[config.mk]
export PLATFORM = sky130hd
export DESIGN_NAME = execute_pipe_unit
export DESIGN_NICKNAME = d
export VERILOG_FILES = /design/src/rtl/execute_pipe_unit.sv
export SDC_FILE = /design/constraint.sdc
export NUM_CORES = 1
export LEC_CHECK = 0
export ABC_AREA = 1
export BUFFER_PORTS_ARGS = -buffer_cell sky130_fd_sc_hd__buf_2
export CAP_MARGIN = 20
export CELL_PAD_IN_SITES_DETAIL_PLACEMENT = 1
export CELL_PAD_IN_SITES_GLOBAL_PLACEMENT = 2
export CORE_MARGIN = 2
export CORE_UTILIZATION = 23
export CTS_BUF_LIST = sky130_fd_sc_hd__clkbuf_4
export DETAILED_ROUTE_END_ITERATION = 6
export GPL_ROUTABILITY_DRIVEN = 1
export PLACE_DENSITY = 0.76
export SLEW_MARGIN = 15
export SYNTH_ARGS = -nofsm -noshare
export SYNTH_HDL_FRONTEND = slang
export SYNTH_SLANG_ARGS = --single-unit
[constraint.sdc]
create_clock -name clock -period 1.2 [get_ports clock]
set_clock_uncertainty 0.15 [all_clocks]
set_input_delay 0 -clock clock [delete_from_list [all_inputs] [get_ports clock]]
set_output_delay 0 -clock clock [all_outputs]
set_load 0.02 [all_outputs]
[src/rtl/execute_pipe_unit.sv]
// -----------------------------------------------------------------------------
// execute_pipe_unit
//
// Pipeline register between execute and memory1. Latches the execute results
// into memory1 and issues the dcache request (load/store) over a valid/ready
// handshake. Store data is replicated across byte lanes and byte enables are
// generated from funct3[1:0] and the low address bits.
//
// Optional feature (define MISALIGN_TRAP_EN): misaligned half/word accesses
// are not issued and are flagged on misalign_memory1 instead.
//
// Ports:
//   clock, reset                  core clock, async active-low reset
//   stall_wb                      downstream writeback stall, holds everything
//   flush                         squash the instruction entering memory1
//   *_execute                     execute-stage results and control
//   mem_req_ready                 dcache accepts the request
//   *_memory1                     registered memory1-stage values
//   mem_req_valid/write/addr/data/byte_en   dcache request
//   stall_mem                     request pending and dcache not ready
//   stall_execute                 back-pressure to execute
//   misalign_memory1              (MISALIGN_TRAP_EN only) misaligned access
// -----------------------------------------------------------------------------
module execute_pipe_unit #(
    parameter int unsigned           DATA_WIDTH   = 32,
    parameter int unsigned           ADDRESS_BITS = 20,
    parameter logic [DATA_WIDTH-1:0] NOP          = 32'h00000013
) (
    input  logic                    clock,
    input  logic                    reset,
    input  logic                    stall_wb,
    input  logic                    flush,
    input  logic [DATA_WIDTH-1:0]   ALU_result_execute,
    input  logic [DATA_WIDTH-1:0]   store_data_execute,
    input  logic                    memRead_execute,
    input  logic                    memWrite_execute,
    input  logic                    opwrite_execute,
    input  logic                    opSel_execute,
    input  logic [4:0]              opReg_execute,
    input  logic [1:0]              next_PC_select_execute,
    input  logic [DATA_WIDTH-1:0]   instruction_execute,
    input  logic [ADDRESS_BITS-1:0] PC_execute,
    input  logic [6:0]              opcode_execute,
    input  logic                    mem_req_ready,
    output logic [DATA_WIDTH-1:0]   ALU_result_memory1,
    output logic [DATA_WIDTH-1:0]   instruction_memory1,
    output logic                    opwrite_memory1,
    output logic                    opSel_memory1,
    output logic [4:0]              opReg_memory1,
    output logic [1:0]              next_PC_select_memory1,
    output logic [ADDRESS_BITS-1:0] PC_memory1,
    output logic [6:0]              opcode_memory1,
    output logic                    mem_req_valid,
    output logic                    mem_req_write,
    output logic [ADDRESS_BITS-1:0] mem_req_addr,
    output logic [DATA_WIDTH-1:0]   mem_req_data,
    output logic [3:0]              mem_req_byte_en,
    output logic                    stall_mem,
    output logic                    stall_execute
`ifdef MISALIGN_TRAP_EN
    ,
    output logic                    misalign_memory1
`endif
);

    typedef enum logic [1:0] {StIdle, StIssue, StDone} state_e;

    state_e r_state;
    state_e w_state_next;

    logic [DATA_WIDTH-1:0]   r_alu_result;
    logic [DATA_WIDTH-1:0]   r_instruction;
    logic                    r_opwrite;
    logic                    r_opsel;
    logic [4:0]              r_opreg;
    logic [1:0]              r_next_pc_sel;
    logic [ADDRESS_BITS-1:0] r_pc;
    logic [6:0]              r_opcode;
    logic                    r_mem_write;
    logic [DATA_WIDTH-1:0]   r_mem_data;
    logic [3:0]              r_byte_en;

    logic [2:0]            w_funct3;
    logic [1:0]            w_addr_lo;
    logic                  w_is_mem;
    logic                  w_issue;
    logic                  w_advance;
    logic [3:0]            w_byte_en;
    logic [DATA_WIDTH-1:0] w_store_data;

    assign w_funct3  = instruction_execute[14:12];
    assign w_addr_lo = ALU_result_execute[1:0];
    assign w_is_mem  = memRead_execute | memWrite_execute;

`ifdef MISALIGN_TRAP_EN
    logic w_misalign;
    logic r_misalign;

    // funct3[1] selects word, funct3[1:0]==01 selects half.
    assign w_misalign = w_is_mem &
                        (((w_funct3[1:0] == 2'b01) & w_addr_lo[0]) |
                         (w_funct3[1] & (w_addr_lo != 2'b00)));
    assign w_issue = w_is_mem & ~flush & ~w_misalign;
    assign misalign_memory1 = r_misalign;
`else
    assign w_issue = w_is_mem & ~flush;
`endif

    // Lane alignment: byte and half replicate the low data across the word.
    always_comb begin
        w_byte_en    = 4'b0000;
        w_store_data = '0;
        if (w_funct3[1]) begin
            w_byte_en    = 4'b1111;
            w_store_data = store_data_execute;
        end else if (w_funct3[0]) begin
            w_byte_en    = 4'b0011 << {w_addr_lo[1], 1'b0};
            w_store_data = {(DATA_WIDTH/16){store_data_execute[15:0]}};
        end else begin
            w_byte_en    = 4'b0001 << w_addr_lo;
            w_store_data = {(DATA_WIDTH/8){store_data_execute[7:0]}};
        end
    end

    assign w_advance = ~stall_wb & ~stall_mem;

    // FSM state register
    always_ff @(posedge clock or negedge reset) begin
        if (!reset) begin
            r_state <= StIdle;
        end else begin
            r_state <= w_state_next;
        end
    end

    // FSM next state. An accepted request under stall_wb parks in StDone so it
    // is not re-issued; a stalled StIssue ignores flush since advance is low.
    always_comb begin
        w_state_next = r_state;
        if (w_advance) begin
            w_state_next = w_issue ? StIssue : StIdle;
        end else if ((r_state == StIssue) && mem_req_ready) begin
            w_state_next = StDone;
        end
    end

    // FSM outputs
    always_comb begin
        mem_req_valid = (r_state == StIssue);
        stall_mem     = mem_req_valid & ~mem_req_ready;
    end

    assign stall_execute = stall_wb | stall_mem;

    // memory1 stage registers; both stall sources hold via w_advance.
    always_ff @(posedge clock or negedge reset) begin
        if (!reset) begin
            r_alu_result  <= '0;
            r_instruction <= NOP;
            r_opwrite     <= 1'b0;
            r_opsel       <= 1'b0;
            r_opreg       <= 5'd0;
            r_next_pc_sel <= 2'd0;
            r_pc          <= '0;
            r_opcode      <= 7'h13;
            r_mem_write   <= 1'b0;
            r_mem_data    <= '0;
            r_byte_en     <= 4'b0000;
`ifdef MISALIGN_TRAP_EN
            r_misalign    <= 1'b0;
`endif
        end else if (w_advance) begin
            if (flush) begin
                r_alu_result  <= '0;
                r_instruction <= NOP;
                r_opwrite     <= 1'b0;
                r_opsel       <= 1'b0;
                r_opreg       <= 5'd0;
                r_next_pc_sel <= 2'd0;
                r_pc          <= '0;
                r_opcode      <= 7'h13;
                r_mem_write   <= 1'b0;
                r_mem_data    <= '0;
                r_byte_en     <= 4'b0000;
`ifdef MISALIGN_TRAP_EN
                r_misalign    <= 1'b0;
`endif
            end else begin
                r_alu_result  <= ALU_result_execute;
                r_instruction <= instruction_execute;
                r_opwrite     <= opwrite_execute;
                r_opsel       <= opSel_execute;
                r_opreg       <= opReg_execute;
                r_next_pc_sel <= next_PC_select_execute;
                r_pc          <= PC_execute;
                r_opcode      <= opcode_execute;
                r_mem_write   <= memWrite_execute;
                r_mem_data    <= memWrite_execute ? w_store_data : '0;
                r_byte_en     <= w_is_mem ? w_byte_en : 4'b0000;
`ifdef MISALIGN_TRAP_EN
                r_misalign    <= w_misalign;
`endif
            end
        end
    end

    assign ALU_result_memory1     = r_alu_result;
    assign instruction_memory1    = r_instruction;
    assign opwrite_memory1        = r_opwrite;
    assign opSel_memory1          = r_opsel;
    assign opReg_memory1          = r_opreg;
    assign next_PC_select_memory1 = r_next_pc_sel;
    assign PC_memory1             = r_pc;
    assign opcode_memory1         = r_opcode;
    assign mem_req_write          = r_mem_write;
    assign mem_req_addr           = r_alu_result[ADDRESS_BITS-1:0];
    assign mem_req_data           = r_mem_data;
    assign mem_req_byte_en        = r_byte_en;

endmodule

==> out/metrics.yaml <==
cells_and_area:
  finalNetCount: 1485
  final_cells: 1697
  drive_gt1_share_pct: 41.0
  syn_to_final_growth_pct: 118
  fill_cells: 2952
floorplan:
  dieArea_mm2: 0.0276
  num_io_pins: 299
  die_x_um: 166
  core_mm2: 0.0259
  dieHeight_um: 166
  initial_core_util_pct: 23.3
  rows: 59
clock_network:
  tritoncts: "yes"
  clock_path_buffers: 2
  htreeDepth: 4
  cts_buffers: 17
  clock_latency_ns: 0.53
  clock-root-buffer: "clkbuf_4"
  cts.sinks: 139
  clk_pin_slew_ns: 0.15
setup_path:
  rr_worst_depth: 8
  critPathKind: "flip-flop to flip-flop"
  worstPathArrival_ns: 2.04
  slowest_stage: "dfrtp_1"
  crit_required_ns: 1.50
  cp_cell_sequence: "inv_2 -> nand3_4 -> nand2_8 -> buf_4 -> buf_16 -> bufbuf_16 -> nand2_1 -> o21ai_0"
  timing.rr.end: "opSel_memory1"
  cp-start-kind: "flip-flop"
  cp_max_fo: 12
  startpoint: "r_state[1]"
  max_stage_delay_ns: 0.42
  r2r_setup_slack_ns: -0.54
  endpoint_kind: "flip-flop"
  crit_end: "opSel_memory1"
  r2r-start: "r_state[1]"
timing:
  tns_ns: -69.24
  fin_crit_sh_pct: 145
  worstMarginPinSlew_ns: 0.431
  slew_headroom_pct: 71.3
  period_needed_ns: 1.74
  worst_slack_ns: -0.542
  rsz0062_at_grt: "true"
  fmax_mhz: 574
  slew_violations: 0
  hold_viol: 0
  setup_viol: 299
route:
  wl_met1_um: 12400
  dr_total_vias: 7657
  wl_per_cell_um: 20.0
  drc: 0
  drt_first_pass_iters: 6
  drt-initial-drc-count: 379
  wl_um: 34000
  routed.top_layer: "met4"
  wl_met2_um: 18300
  wl_met3_um: 1940
  via_per_inst: 4.51
  ant_nets: 0
place:
  dpl.cell_count: 1330
  gp_congestion: 0.737
  io_buffers: 298
  hpwl_um: 15600
global_routing:
  grt_pass1_vias: 7976
  grtUsageTotal_pct: 20.4
  grt-ovfl-total: 0
  grt_max_degree: 59
  grt_pass1_wl_um: 44400
  antenna_found_initial: 3
synthesis:
  ys_top_cells_by_count: "nand2_1 (361), dfrtp_1 (133), o21ai_0 (105), buf_4 (32), inv_1 (25)"
  synth_cells: 729
  ys_seq_area_share_pct: 57.7
  synth_edf_count: 0
  ys.flop_type: "dfrtp_1"
  yosysMostFrequentCell: "nand2_1"
  synthTopCellsByArea: "dfrtp_1 (55%), nand2_1 (22%), o21ai_0 (8.7%)"
  synth_warnings: 0
  postSynthNetCount: 868
  synth-seq-cells: 139
  syn_area_per_cell_um2: 8.29
  synthArstFlopShare_pct: 100
  yosysUniqueCellTypes: 18
  synth_top_area_cell: "dfrtp_1"
  synth_top_area_share_pct: 55.1
  synth_area_mm2: 0.00604
pwr:
  p_leak_nw: 6.61
  vdd_ir_drop_max_v: 0.000497
  p_per_area_mw_per_mm2: 1110
status:
  violations: "setup timing"
  run_status: "finished with violations"
job:
  max-cap-violations: 0
min_path:
  min_path_type: "input port to flip-flop"
[stage by stage]
stage / instance area (um^2) / hold slack (ns) / power [mW] / worst slack [ns] / util, %
after detailed placement: 7910 / -0.194 / 8.44 / -0.266 / 30.5
after floorplan: 6080 / -0.446 / 7.21 / -0.0682 / -
after CTS: 11100 / -0.347 / 12.9 / -0.491 / 43.0
after global routing: 13200 / 0.0231 / 15.2 / -0.590 / 50.8
final: 13200 / 0.0440 / 14.6 / -0.542 / 50.8
after global placement: 7910 / -0.192 / 8.38 / -0.188 / 30.5
[critical path: cells and delay by family (launching register included)]
family,cells,cell delay (ns)
buffers and inverters,4,0.66
AOI/OAI and AO/OA,1,0.12
and+or+nand+nor,3,0.30
DFF,1,0.42
[placed cells by master, fill, tap and decap left out, types with 14 or more instances in the layout]
master / n
o21ai_2: 42
nand2_2: 21
dlygate4sd3_1: 229
o21ai_1: 36
buf_6: 167
nand2_4: 14
clkbuf_4: 17
nand2_1: 326
buf_4: 88
inv_1: 23
o21ai_0: 37
buf_12: 15
buf_2: 137
dfrtp_1: 131
[registers in the layout, summed over array words and instances (netlist names)]
| name | flops |
|---|---|
| ALU_result_memory1 | 32 |
| PC_memory1 | 20 |
| instruction_memory1 | 32 |
| mem_req_byte_en | 4 |
| mem_req_data | 32 |
| mem_req_write | 1 |
| next_PC_select_memory1 | 2 |
| opReg_memory1 | 5 |
| opSel_memory1 | 1 |
| opcode_memory1 | 7 |
| opwrite_memory1 | 1 |
| r_state | 2 |
[cell type report]
cell class / instances / area, um^2 / share of cell area, %
Antenna cell: 3 / 7.51 / 0.0570
Inverter: 26 / 98.8 / 0.751
Timing Repair Buffer: 663 / 6460 / 49.1
Clock buffer: 17 / 128 / 0.970
Multi-Input combinational cell: 499 / 2390 / 18.2
Sequential cell: 139 / 3490 / 26.5
Clock inverter: 15 / 161 / 1.23
Tap cell: 335 / 419 / 3.18
[how the worst min path moves through the flow]
stage | from | to | slack [ns] | depth (start not counted)
4_1_cts | stall_wb | r_state[1] | -0.35 | 3
3_3_place_gp | reset | mem_req_data[11] | -0.19 | 1
3_5_place_dp | reset | mem_req_data[22] | -0.19 | 1
6_report | stall_wb | ALU_result_memory1[5] | 0.04 | 7
5_1_grt | stall_wb | mem_req_byte_en[3] | 0.02 | 8
2_1_floorplan | reset | ALU_result_memory1[0] | -0.45 | 0
[where the power goes]
group	switching [mW]	internal, mW
clock	2.07	1.27
combinational	2.61	2.94
sequential	0.480	5.20
[logic make-up (layout without fill, tap and decap cells)]
| logic type | Yosys count | in the layout | synth area share [%] |
|---|---|---|---|
| compound gates | 116 | 116 | 9.65 |
| flops | 139 | 139 | 57.7 |
| simple gates | 383 | 383 | 24.3 |
| buf+inv | 91 | 721 | 8.39 |
| other cells | 0 | 3 | 0 |
[timing repair]
item                                   in CTS  in global routing
pin swaps                                   2                  0
hold buffers                              229                  1
resized for setup                          70                490
endpoints found under the hold margin     278                  1
setup buffers                               9                 79
setup endpoints to repair                 299                322
cloned                                     11                  9
[metal layers]
metal	vias up	track usage, %
met4	0	6.65
met5	-	0
li1	3498	-
met1	3787	24.0
met3	81	4.69
met2	291	36.5
(Power assumes the default switching activity.)
